===== src/rtl/reg_xfer_seq_pkg.sv =====
// Shared encodings for the register-transfer sequencer.
// Op codes, FSM states and the fixed PC register index.
`ifndef REG_XFER_SEQ_PKG_SV
`define REG_XFER_SEQ_PKG_SV

package reg_xfer_seq_pkg;

    typedef enum logic [1:0] {
        OP_MOV   = 2'b00,
        OP_SWAP  = 2'b01,
        OP_PCINC = 2'b10,
        OP_PCCLR = 2'b11
    } opE;

    typedef enum logic [2:0] {
        IDLE = 3'd0,
        MOV  = 3'd1,
        SW1  = 3'd2,
        SW2  = 3'd3,
        SW3  = 3'd4,
        INC  = 3'd5,
        CLR  = 3'd6,
        DONE = 3'd7
    } stateE;

    localparam logic [2:0] PC_IDX = 3'd7;

    typedef struct packed {
        opE         op;
        logic [2:0] src;
        logic [2:0] dst;
        logic       incAfter;
        logic       err;
    } reqT;

    // A swap through the scratch register cannot involve the scratch itself.
    function automatic logic swapIllegal(
        input logic [2:0] s,
        input logic [2:0] d,
        input logic [2:0] scr
    );
        return (s == d) || (s == scr) || (d == scr);
    endfunction

endpackage

`endif


===== src/rtl/reg_xfer_seq_onehot_n3to8.sv =====
// 3-bit index plus enable to 8-bit active-low one-hot.
module onehot_n3to8 (
    input  logic [2:0] idx,
    input  logic       en,
    output logic [7:0] oneHotN
);

    always_comb begin
        oneHotN = 8'hFF;
        if (en) begin
            oneHotN[idx] = 1'b0;
        end
    end

endmodule


===== src/rtl/reg_xfer_seq.sv =====
// Moore sequencer driving register bus strobes for MOV/SWAP/PCINC/PCCLR.
// Outputs decode only from the state register and the latched request.
module reg_xfer_seq #(
    parameter int unsigned SCRATCH = 6
) (
    input  logic       clock,
    input  logic       notReset,
    input  logic       start,
    input  logic [1:0] op,
    input  logic [2:0] src,
    input  logic [2:0] dst,
    input  logic       incAfter,
    output logic [7:0] notOE,
    output logic [7:0] notLoad,
    output logic       pcInc,
    output logic       pcNotReset,
    output logic       aluPass,
    output logic       busy,
    output logic       done,
    output logic       err
);

    import reg_xfer_seq_pkg::*;

    localparam logic [2:0] SCR = 3'(SCRATCH);

    stateE state;
    stateE stateNext;
    reqT   req;
    logic  reqErr;

    logic [2:0] oeIdx;
    logic [2:0] ldIdx;
    logic       oeEn;
    logic       ldEn;

    assign reqErr = (opE'(op) == OP_SWAP) && swapIllegal(src, dst, SCR);

    always_ff @(posedge clock or negedge notReset) begin
        if (!notReset) begin
            state <= IDLE;
            req   <= '0;
        end else begin
            state <= stateNext;
            if (state == IDLE && start) begin
                req <= '{op: opE'(op), src: src, dst: dst,
                         incAfter: incAfter, err: reqErr};
            end
        end
    end

    always_comb begin
        stateNext = state;
        unique case (state)
            IDLE: begin
                if (start) begin
                    unique case (opE'(op))
                        OP_MOV:   stateNext = MOV;
                        OP_SWAP:  stateNext = reqErr ? DONE : SW1;
                        OP_PCINC: stateNext = INC;
                        OP_PCCLR: stateNext = CLR;
                        default:  stateNext = IDLE;
                    endcase
                end
            end
            MOV:     stateNext = req.incAfter ? INC : DONE;
            SW1:     stateNext = SW2;
            SW2:     stateNext = SW3;
            SW3:     stateNext = req.incAfter ? INC : DONE;
            INC:     stateNext = DONE;
            CLR:     stateNext = DONE;
            DONE:    stateNext = IDLE;
            default: stateNext = IDLE;
        endcase
    end

    always_comb begin
        oeIdx      = '0;
        ldIdx      = '0;
        oeEn       = 1'b0;
        ldEn       = 1'b0;
        pcInc      = 1'b0;
        pcNotReset = 1'b1;
        aluPass    = 1'b0;
        busy       = (state != IDLE);
        done       = (state == DONE);
        err        = (state == DONE) && req.err;
        unique case (state)
            MOV: begin
                // src==dst degenerates to an idle bus cycle.
                oeIdx   = req.src;
                ldIdx   = req.dst;
                oeEn    = (req.src != req.dst);
                ldEn    = (req.src != req.dst);
                aluPass = (req.src != req.dst);
            end
            SW1: begin
                oeIdx   = req.src;
                ldIdx   = SCR;
                oeEn    = 1'b1;
                ldEn    = 1'b1;
                aluPass = 1'b1;
            end
            SW2: begin
                oeIdx   = req.dst;
                ldIdx   = req.src;
                oeEn    = 1'b1;
                ldEn    = 1'b1;
                aluPass = 1'b1;
            end
            SW3: begin
                oeIdx   = SCR;
                ldIdx   = req.dst;
                oeEn    = 1'b1;
                ldEn    = 1'b1;
                aluPass = 1'b1;
            end
            INC:     pcInc = 1'b1;
            CLR:     pcNotReset = 1'b0;
            default: ;
        endcase
    end

    onehot_n3to8 uOe (
        .idx     (oeIdx),
        .en      (oeEn),
        .oneHotN (notOE)
    );

    onehot_n3to8 uLd (
        .idx     (ldIdx),
        .en      (ldEn),
        .oneHotN (notLoad)
    );

endmodule


===== config.mk =====
export PLATFORM = sky130hd
export DESIGN_NAME = reg_xfer_seq
export DESIGN_NICKNAME = d
export VERILOG_FILES = /design/src/rtl/reg_xfer_seq_pkg.sv /design/src/rtl/reg_xfer_seq_onehot_n3to8.sv /design/src/rtl/reg_xfer_seq.sv
export SDC_FILE = /design/constraint.sdc
export NUM_CORES = 1
export LEC_CHECK = 0
export ABC_AREA = 1
export BUFFER_PORTS_ARGS = -buffer_cell sky130_fd_sc_hd__clkbuf_2
export CAP_MARGIN = 20
export CORE_MARGIN = 3
export CORE_UTILIZATION = 30
export DETAILED_ROUTE_END_ITERATION = 10
export GPL_TIMING_DRIVEN = 1
export SLEW_MARGIN = 10
export SYNTH_ARGS = -nofsm -noshare
export SYNTH_HDL_FRONTEND = slang
export SYNTH_SLANG_ARGS = --single-unit

===== constraint.sdc =====
create_clock -name clock -period 1.82 [get_ports clock]
set_clock_uncertainty 0.15 [all_clocks]
set_input_delay 0.364 -clock clock [delete_from_list [all_inputs] [get_ports clock]]
set_output_delay 0.364 -clock clock [all_outputs]
set_load 0.05 [all_outputs]

== Yosys cells after proc, flatten, opt, wreduce, memory -nomap -nowiden ==
Cells that the tools add are included.
Word-level totals
  register bits after elaboration: 11
  input bits: 12
  output and inout bits: 22
  logic and storage cells: 56
Operators by class
  order comparisons: 4
  equal/unequal tests: 15
  mux-type cells: 16
  bitwise logic cells: 2
  reduce and logical (&&, ||, !) cells: 14
Operator list (number)
  $eq A3 B3 Y1 const B: 6
  $pmux W3 S3: 2
  $pmux W3 S6: 1
  $mux W8: 2
  $not A8 Y8: 2
  $pmux W3 S4: 1
  $lt A3 B4 Y1 const B: 2
  $demux W1 S3: 2
  $eq A3 B2 Y1 const B: 2
  $ge A3 B1 Y1 const B: 2
  $mux W3: 2
  $reduce_or A2 Y1: 3
  $logic_and A1 B1 Y1: 5
  $eq A2 B2 Y1 const B: 2
  $mux W1: 4
  $eq A3 B1 Y1 const B: 1
  $eq A3 B3 Y1: 1
  $logic_not A3 Y1: 1
  $ne A3 B3 Y1: 1
  $reduce_bool A3 Y1: 1
  $reduce_or A3 Y1: 1
  $eq A2 B1 Y1 const B: 1
  $logic_not A2 Y1: 1
  $logic_or A1 B1 Y1: 2
  other kinds (3): 3

== Longest topological paths before layout ==
Gate-level depths: netlist of the first run.
  word-level depth: 9
  depth in mapped cells: 10

== Cells and area by module ==
A second synthesis of the first run with hierarchy kept.
Second synthesis, totals
  cell total of the unflattened synthesis: 134
  area total of the unflattened synthesis: 889.6 um^2
Modules (own cells, without submodules)
  reg_xfer_seq: instances 1, cells an instance 96, area an instance 742.0 um^2
  onehot_n3to8: instances 2, cells an instance 19, area an instance 73.8 um^2

== Worst setup path after synthesis of the first run ==
OpenSTA, ideal clock, no wires.
  kind: register to output
  start point: reg state[0]
  end point: out err
  arrival time: 1981 ps
  setup slack: -675 ps
  stages on the path, launching flop included: 5
  path buffers: 0
  cell sequence: dfrtp_1 > nand2_1 > nor2_1 > inv_1 > nor2_1
Between the ends
  longest elaborated chain between the ends: 2
Ends and longest elaborated chain
  from (decl): line reg_xfer_seq.sv:27  | stateE state;
  from (signal assigned): line reg_xfer_seq.sv:44  | state <= stateNext;
  $eq A3 B3 Y1
  via done: line reg_xfer_seq.sv:19  | output logic done,
  $logic_and A1 B1 Y1: line reg_xfer_seq.sv:87  | err = (state == DONE) && req.err;
  to (decl): line reg_xfer_seq.sv:20  | output logic err
The timed path passes the listed nets, and every way through them passes these cells.

== Worst setup path after layout of the first run ==
  start point: reg state[1]
  end point: out notLoad[2]
Between the ends
  longest elaborated chain between the ends: 9
Ends and longest elaborated chain
  $eq A3 B3 Y1 or $eq A3 B1 Y1 (tied branches): line reg_xfer_seq.sv:88  | unique case (state)
  $reduce_or A2 Y1 (no source line)
  $pmux W3 S3: line reg_xfer_seq.sv:88
  $lt A3 B4 Y1 (not written as such) or $ge A3 B1 Y1 (tied branches): line reg_xfer_seq_onehot_n3to8.sv:11  | oneHotN[idx] = 1'b0;
  $logic_and A1 B1 Y1 (not written as such): line reg_xfer_seq_onehot_n3to8.sv:11
  $mux W1 (not written as such): line reg_xfer_seq_onehot_n3to8.sv:11
  $demux W1 S3
  $not A8 Y8 (no source line)
  $mux W8 *: line reg_xfer_seq_onehot_n3to8.sv:10  | if (en) begin
  to (decl): line reg_xfer_seq.sv:14  | output logic [7:0] notLoad,
Every way passes the cells marked *; elsewhere a longest branch is shown, timed or not.

==> results.sh, run 1 <==
export IMPL_antenna_cells=0
export IMPL_setup_viol=19
export IMPL_r2r_end="state[1]"
export IMPL_synth_edff_count=0
export IMPL_synth_xor_area_frac=0.0398
export IMPL_worst_pin_slew_ps=348
export IMPL_grt_util_met2=0.284
export IMPL_dp_cells=226
export IMPL_synth_compound_area_frac=0.114
export IMPL_synth_warnings=0
export IMPL_nNetsFinal=224
export IMPL_core_um2=2780
export IMPL_synth_nets=157
export IMPL_whs_endpoint="req[1]"
export IMPL_fin_cells=242
export IMPL_relSlewSlack=0.768
export IMPL_ff2ff_path_depth=8
export IMPL_layout_common_cells="nand2_1 (25), buf_4 (22), nand2_2 (16), inv_1 (16)"
export IMPL_clock_sinks=11
export IMPL_via_per_inst=4.61
export IMPL_layout_commonest_cell="nand2_1"
export IMPL_timing_final_ws_setup_ps=-522
export IMPL_cp_slowest_cell="dfrtp_2"
export IMPL_rows=19
export IMPL_hold_path_class="input port to flip-flop"
export IMPL_worstHoldStart="incAfter"
export IMPL_grt_pass1_wl_um=4370
export IMPL_yosys_area_share_simple=0.391
export IMPL_reg2reg_from="state[0]"
export IMPL_synth_seq_area_share=0.313
export IMPL_vias=1116
export IMPL_io_pins=34
export IMPL_hold_ws_ps=153
export IMPL_holdPathStages=3
export IMPL_cp_max_fo=5
export IMPL_wl_per_cell_um=12.2
export IMPL_busiest_layer="met2"
export IMPL_synth_area_mux_share=0
export IMPL_critPathTopFamily="simple AND/OR/NAND/NOR gates"
export IMPL_clkLatencyLatePin_ps=250
export IMPL_critPathArrivalTime_ps=1830
export IMPL_clk_pin_slew_worst_paths_ps=60
export IMPL_initial_core_util=0.317
export IMPL_cts_root_buffer="clkbuf_4"
export IMPL_hold_viol=0
export IMPL_cap_viol_max_count=0
export IMPL_power_density_nw_per_um2=2090
export IMPL_period_share=1.29
export IMPL_placed_cell_area_um2=1270
export IMPL_synth_top_family_by_area="simple AND/OR/NAND/NOR gates"
export IMPL_place_ws_ps=-319
export IMPL_max_stage_delay_ps=470
export IMPL_dieArea_um2=3620
export IMPL_grt_use_met1=0.190
export IMPL_grt_overflow=0
export IMPL_track_usage=0.154
export IMPL_p_leak_nw=0.914
export IMPL_start_kind="flip-flop"
export IMPL_crit_required_ps=1310
export IMPL_wl_um=2960
export IMPL_crit_top_cell="nand2_2"
export IMPL_globalplace_congestion=0.778
export IMPL_die_h_um=60.2
export IMPL_drive_gt1_frac=0.626
export IMPL_drc=0
export IMPL_antenna_found_initial=0
export IMPL_cts_buffers=3
export IMPL_final_antenna_net_count=0
export IMPL_synth_distinct_cells=21
export IMPL_report_final_slew_viol_count=0
export IMPL_grt_start_max_net_pins=12
export IMPL_first_pass_iters=4
export IMPL_dr_first_iter_drc_count=20
export IMPL_clockBufferDepth=2
export IMPL_crit_type="flip-flop to output pin"
export IMPL_ys_ff_latch=11
export IMPL_path_cells="nand2_2 > nor2_4 > buf_4 > a22oi_1 > and2_4 > nand2_2 > clkbuf_8"
export IMPL_die_w_um=60.2
export IMPL_fmax_mhz=427
export IMPL_syn_area_um2=881
export IMPL_status="finished with violations"
export IMPL_violations="setup timing"
export IMPL_r2r_slack_ps=150
export IMPL_async_reset_ff_frac=1.00
export IMPL_postSynthCellCount=145
export IMPL_fin_crit_ps=2340
export IMPL_endpoint_kind="output pin"
export IMPL_dp_hpwl_um=1950
export IMPL_crit_buf_inv=2
export IMPL_cts_htree_levels=1
export IMPL_cts_tree="done"
export IMPL_synth_fa_ha_area_frac=0
export IMPL_vdd_drop_max_mv=1.85
export IMPL_synth_ff_type="dfrtp_1"
export IMPL_syn_to_final_growth_pct=109
export IMPL_avgSynthCellArea_um2=6.07
export IMPL_grt_pass1_vias=1059
export IMPL_postLayoutCellArea_um2=1840
export IMPL_met3_usage=0.0130
export IMPL_portBuffers=33
export IMPL_rsz0062_at_grt="yes"
## power breakdown
group | internal (mW) | switching (mW)
registers | 0.371 | 0.144
clock network | 0.0845 | 0.0705
logic | 1.34 | 1.85
total | 1.79 | 2.07
## state kept, by name (all words and copies together) (netlist names)
name / count
state: 3
req: 8
## worst register-to-register path, cell delays in order, from the launching register on
cell	delay, ps
dfrtp_2	450
buf_6	150
nand3_4	90
nand2_4	70
inv_6	80
buf_4	110
buf_4	80
o21ai_0	60
or3_1	300
## logic make-up (layout without fill, tap and decap cells)
family / after synthesis / count (layout)
simple gates: 81 / 81
buf+inv: 32 / 98
compound gates: 17 / 17
flops: 11 / 11
xor+xnor: 4 / 4
## synth_stat cells, types with 3 or more instances
master   count  area [um2]
dfrtp_1     11         275
inv_2        3        11.3
a21oi_1      3        15.0
nand3_1      7        35.0
o21ai_0     10        50.1
nand2_1     45         169
xnor2_1      4        35.0
inv_1       26        97.6
nor2_2       4        25.0
nor2_1      18        67.6
## area by class of cell
class	count	area [um2]
tap	31	38.8
sequential	11	279
multi-input combinational	102	746
clock buffer	4	26.3
inverter	31	131
fill	231	938
timing repair buffer	63	622
## repair_timing
item	4_1_cts	5_1_grt
resized for setup	67	71
buffers inserted	8	3
setup endpoints to repair	20	22
hold endpoints to repair	11	0
pin swaps	8	15
hold buffers	1	0
## how the worst max path moves through the flow
stage / from / to / slack [ps] / depth (start not counted)
2_1_floorplan: state[0] / notLoad[6] / -170 / 9
3_3_place_gp: state[0] / notLoad[5] / -270 / 10
3_5_place_dp: state[0] / notLoad[6] / -320 / 10
4_1_cts: state[0] / notOE[3] / -480 / 11
5_1_grt: state[0] / notLoad[2] / -630 / 10
6_report: state[1] / notLoad[2] / -520 / 7
## metal layers
metal | up-vias | wire, um
met3 | 0 | 82
met1 | 519 | 1220
met2 | 21 | 1650
li1 | 576 | -
met5 | - | 0
met4 | 0 | 0
## metrics by stage
step | power, mW | utilization | TNS, ps
2_1_floorplan | 1.94 | - | -2370
3_3_place_gp | 2.51 | 0.457 | -4140
3_5_place_dp | 2.54 | 0.457 | -4710
4_1_cts | 3.26 | 0.585 | -7690
5_1_grt | 4.09 | 0.663 | -10300
6_report | 3.86 | 0.663 | -8480
No activity file was read; power rests on OpenSTA's default activity.
==> run 2: changes to the inputs <==
- ABC_AREA: 1 -> 0
- CELL_PAD_IN_SITES_DETAIL_PLACEMENT: unset -> 1
- CELL_PAD_IN_SITES_GLOBAL_PLACEMENT: unset -> 2
- CORE_UTILIZATION: 30 -> 27
- MAX_ROUTING_LAYER: unset -> met4
- PLACE_DENSITY_LB_ADDON: unset -> 0.1
==> results.sh, run 2 <==
export IMPL_grt_pass1_wl_um=5620
export IMPL_crit_required_ps=1310
export IMPL_reg_top3="req: 8 flops, state: 3 flops"
export IMPL_layout_commonest_cell="buf_4"
export IMPL_wl_per_cell_um=15.9
export IMPL_crit_end="notOE[7]"
export IMPL_dr_first_iter_drc_count=29
export IMPL_fin_cells=229
export IMPL_synth_area_top_cells="dfrtp_1 (28%), mux2_2 (9.2%), nor2b_1 (7.7%)"
export IMPL_max_stage_delay_ps=480
export IMPL_r2r_end="req[1]"
export IMPL_globalplace_congestion=0.759
export IMPL_crit_buf_inv=2
export IMPL_rows=21
export IMPL_synth_edff_count=0
export IMPL_synth_ff_type="dfrtp_1"
export IMPL_final_core_util=0.553
export IMPL_synth_distinct_cells=33
export IMPL_crit_type="flip-flop to output pin"
export IMPL_critPathTopFamily="flip-flops"
export IMPL_yosysMostFrequentCell="nand2_1"
export IMPL_cts_tree="done"
export IMPL_path_cells="buf_6 > mux2i_2 > a211oi_2 > a21oi_4 > nor2_1 > nand3_1 > clkbuf_8"
export IMPL_yosys_area_top_type="dfrtp_1"
export IMPL_syn_area_um2=976
export IMPL_dp_hpwl_um=2400
export IMPL_grt_pass1_vias=1222
export IMPL_wl_met1_um=1530
export IMPL_antenna_found_initial=0
export IMPL_critPathArrivalTime_ps=1950
export IMPL_clkLatencyLatePin_ps=270
export IMPL_hold_viol=0
export IMPL_start_kind="flip-flop"
export IMPL_avgSynthCellArea_um2=8.20
export IMPL_grt_start_max_net_pins=12
export IMPL_drive_gt1_frac=0.667
export IMPL_cp_slowest_cell="dfrtp_2"
export IMPL_synthTopCellsByCount="nand2_1 (17), nor2b_1 (12), dfrtp_1 (11)"
export IMPL_die_h_um=66.1
export IMPL_dr_wl_met2_um=1970
export IMPL_dp_cells=216
export IMPL_highest_layer="met4"
export IMPL_ys_ff_latch=11
export IMPL_cts_root_buffer="clkbuf_4"
export IMPL_cap_viol_max_count=0
export IMPL_layout_common_cells="buf_4 (25), nand2_2 (11), clkbuf_2 (11), buf_8 (11), dfrtp_1 (10)"
export IMPL_placed_cell_area_um2=1430
export IMPL_track_usage=0.169
export IMPL_io_pins=34
export IMPL_syn_to_final_growth_pct=93.5
export IMPL_die_w_um=66.1
export IMPL_postLayoutCellArea_um2=1890
export IMPL_setup_viol=22
export IMPL_period_share=1.35
export IMPL_core_um2=3420
export IMPL_synth_nets=131
export IMPL_postSynthCellCount=119
export IMPL_hold_path_class="input port to flip-flop"
export IMPL_power_density_nw_per_um2=2100
export IMPL_dieArea_um2=4370
export IMPL_ff2ff_path_depth=7
export IMPL_largest_reg_flops=8
export IMPL_nNetsFinal=196
export IMPL_p_leak_nw=0.811
export IMPL_portBuffers=33
export IMPL_antenna_cells=0
export IMPL_reg2reg_from="state[0]"
export IMPL_fin_crit_ps=2460
export IMPL_cp_startpoint="state[1]"
export IMPL_timing_final_ws_setup_ps=-639
export IMPL_async_reset_ff_frac=1.00
export IMPL_clk_pin_slew_worst_paths_ps=70
export IMPL_cts_buffers=3
export IMPL_drc=0
export IMPL_cts_htree_levels=1
export IMPL_vdd_drop_max_mv=0.831
export IMPL_violations="setup timing"
export IMPL_endpoint_kind="output pin"
export IMPL_report_final_slew_viol_count=0
export IMPL_synth_warnings=0
export IMPL_worst_pin_slew_ps=460
export IMPL_status="finished with violations"
export IMPL_r2r_slack_ps=30
export IMPL_fmax_mhz=407
export IMPL_initial_core_util=0.286
export IMPL_synth_seq_area_share=0.282
export IMPL_first_pass_iters=4
export IMPL_cp_max_fo=8
export IMPL_synth_top_area_frac=0.282
export IMPL_worst_path_stages=7
export IMPL_grt_overflow=0
export IMPL_rsz0062_at_grt="yes"
export IMPL_clock_sinks=11
export IMPL_relSlewSlack=0.693
export IMPL_fin_setup_tns_ps=-10730
export IMPL_vias=1150
export IMPL_wl_um=3650
export IMPL_final_antenna_net_count=0
export IMPL_largest_register="req"
export IMPL_wl_met3_um=98
export IMPL_clockBufferDepth=2
export IMPL_via_per_inst=5.02
-- run 2: cell count changes in the layout (fill, tap and decap cells not counted), moves of 5 or more --
cell / change
inv_2: -10
nor2b_4: +5
o21ai_0: -6
inv_1: -15
nor2_4: -12
mux2_2: +8
nand2_2: -5
a21oi_1: +6
nor2b_1: +5
nand2_4: -5
nand2_1: -19
-- run 2: report_power, final --
part | total [mW] | switching (mW) | internal (mW)
Sequential | 0.551 | 0.187 | 0.364
Combinational | 3.25 | 1.69 | 1.56
Clock | 0.166 | 0.0814 | 0.0849
-- run 2: final cells by class --
| type | count | area, um2 |
|---|---|---|
| sequential | 11 | 277 |
| inverter | 2 | 11.3 |
| timing repair buffer | 67 | 686 |
| multi-input combinational | 99 | 831 |
| fill | 387 | 1530 |
| clock buffer | 4 | 26.3 |
| tap | 46 | 57.6 |
-- run 2: how the worst min path moves through the flow --
stage | startpoint | endpoint | slack (ps) | cells past startpoint
finish | op[1] | req[0] | 160 | 2
global route | op[1] | req[0] | 170 | 2
floorplan | notReset | req[0] | -80 | 0
detailed placement | notReset | req[4] | 110 | 1
global placement | notReset | req[4] | 110 | 1
CTS | op[1] | req[0] | 160 | 2
-- run 2: routing by layer --
layer  GRT usage  up-vias
li1            -      556
met1       0.201      565
met2       0.294       24
met3      0.0119        5
met4      0.0685        0
met5           -        -
-- run 2: what timing repair did --
action,in CTS,in global routing
hold endpoints to repair,11,0
pin swaps,5,5
setup buffers,7,1
endpoints found under the setup margin,31,29
hold buffers,1,0
gates resized for setup,67,30
-- run 2: logic make-up after synthesis --
family	Yosys count	share of synthesized area
XOR/XNOR	4	0.0359
AO/OA/AOI/OAI	30	0.226
AND/OR/NAND/NOR	54	0.281
buffers and inverters	9	0.0526
flip-flops	11	0.282
multiplexers	11	0.123
-- run 2: metrics by stage --
step / power, mW / hold slack, ps / setup slack [ps]
6_report: 3.97 / 164 / -639
2_1_floorplan: 2.15 / -81.6 / -584
3_3_place_gp: 2.76 / 115 / -432
4_1_cts: 3.65 / 157 / -560
5_1_grt: 4.21 / 174 / -741
3_5_place_dp: 2.82 / 114 / -540
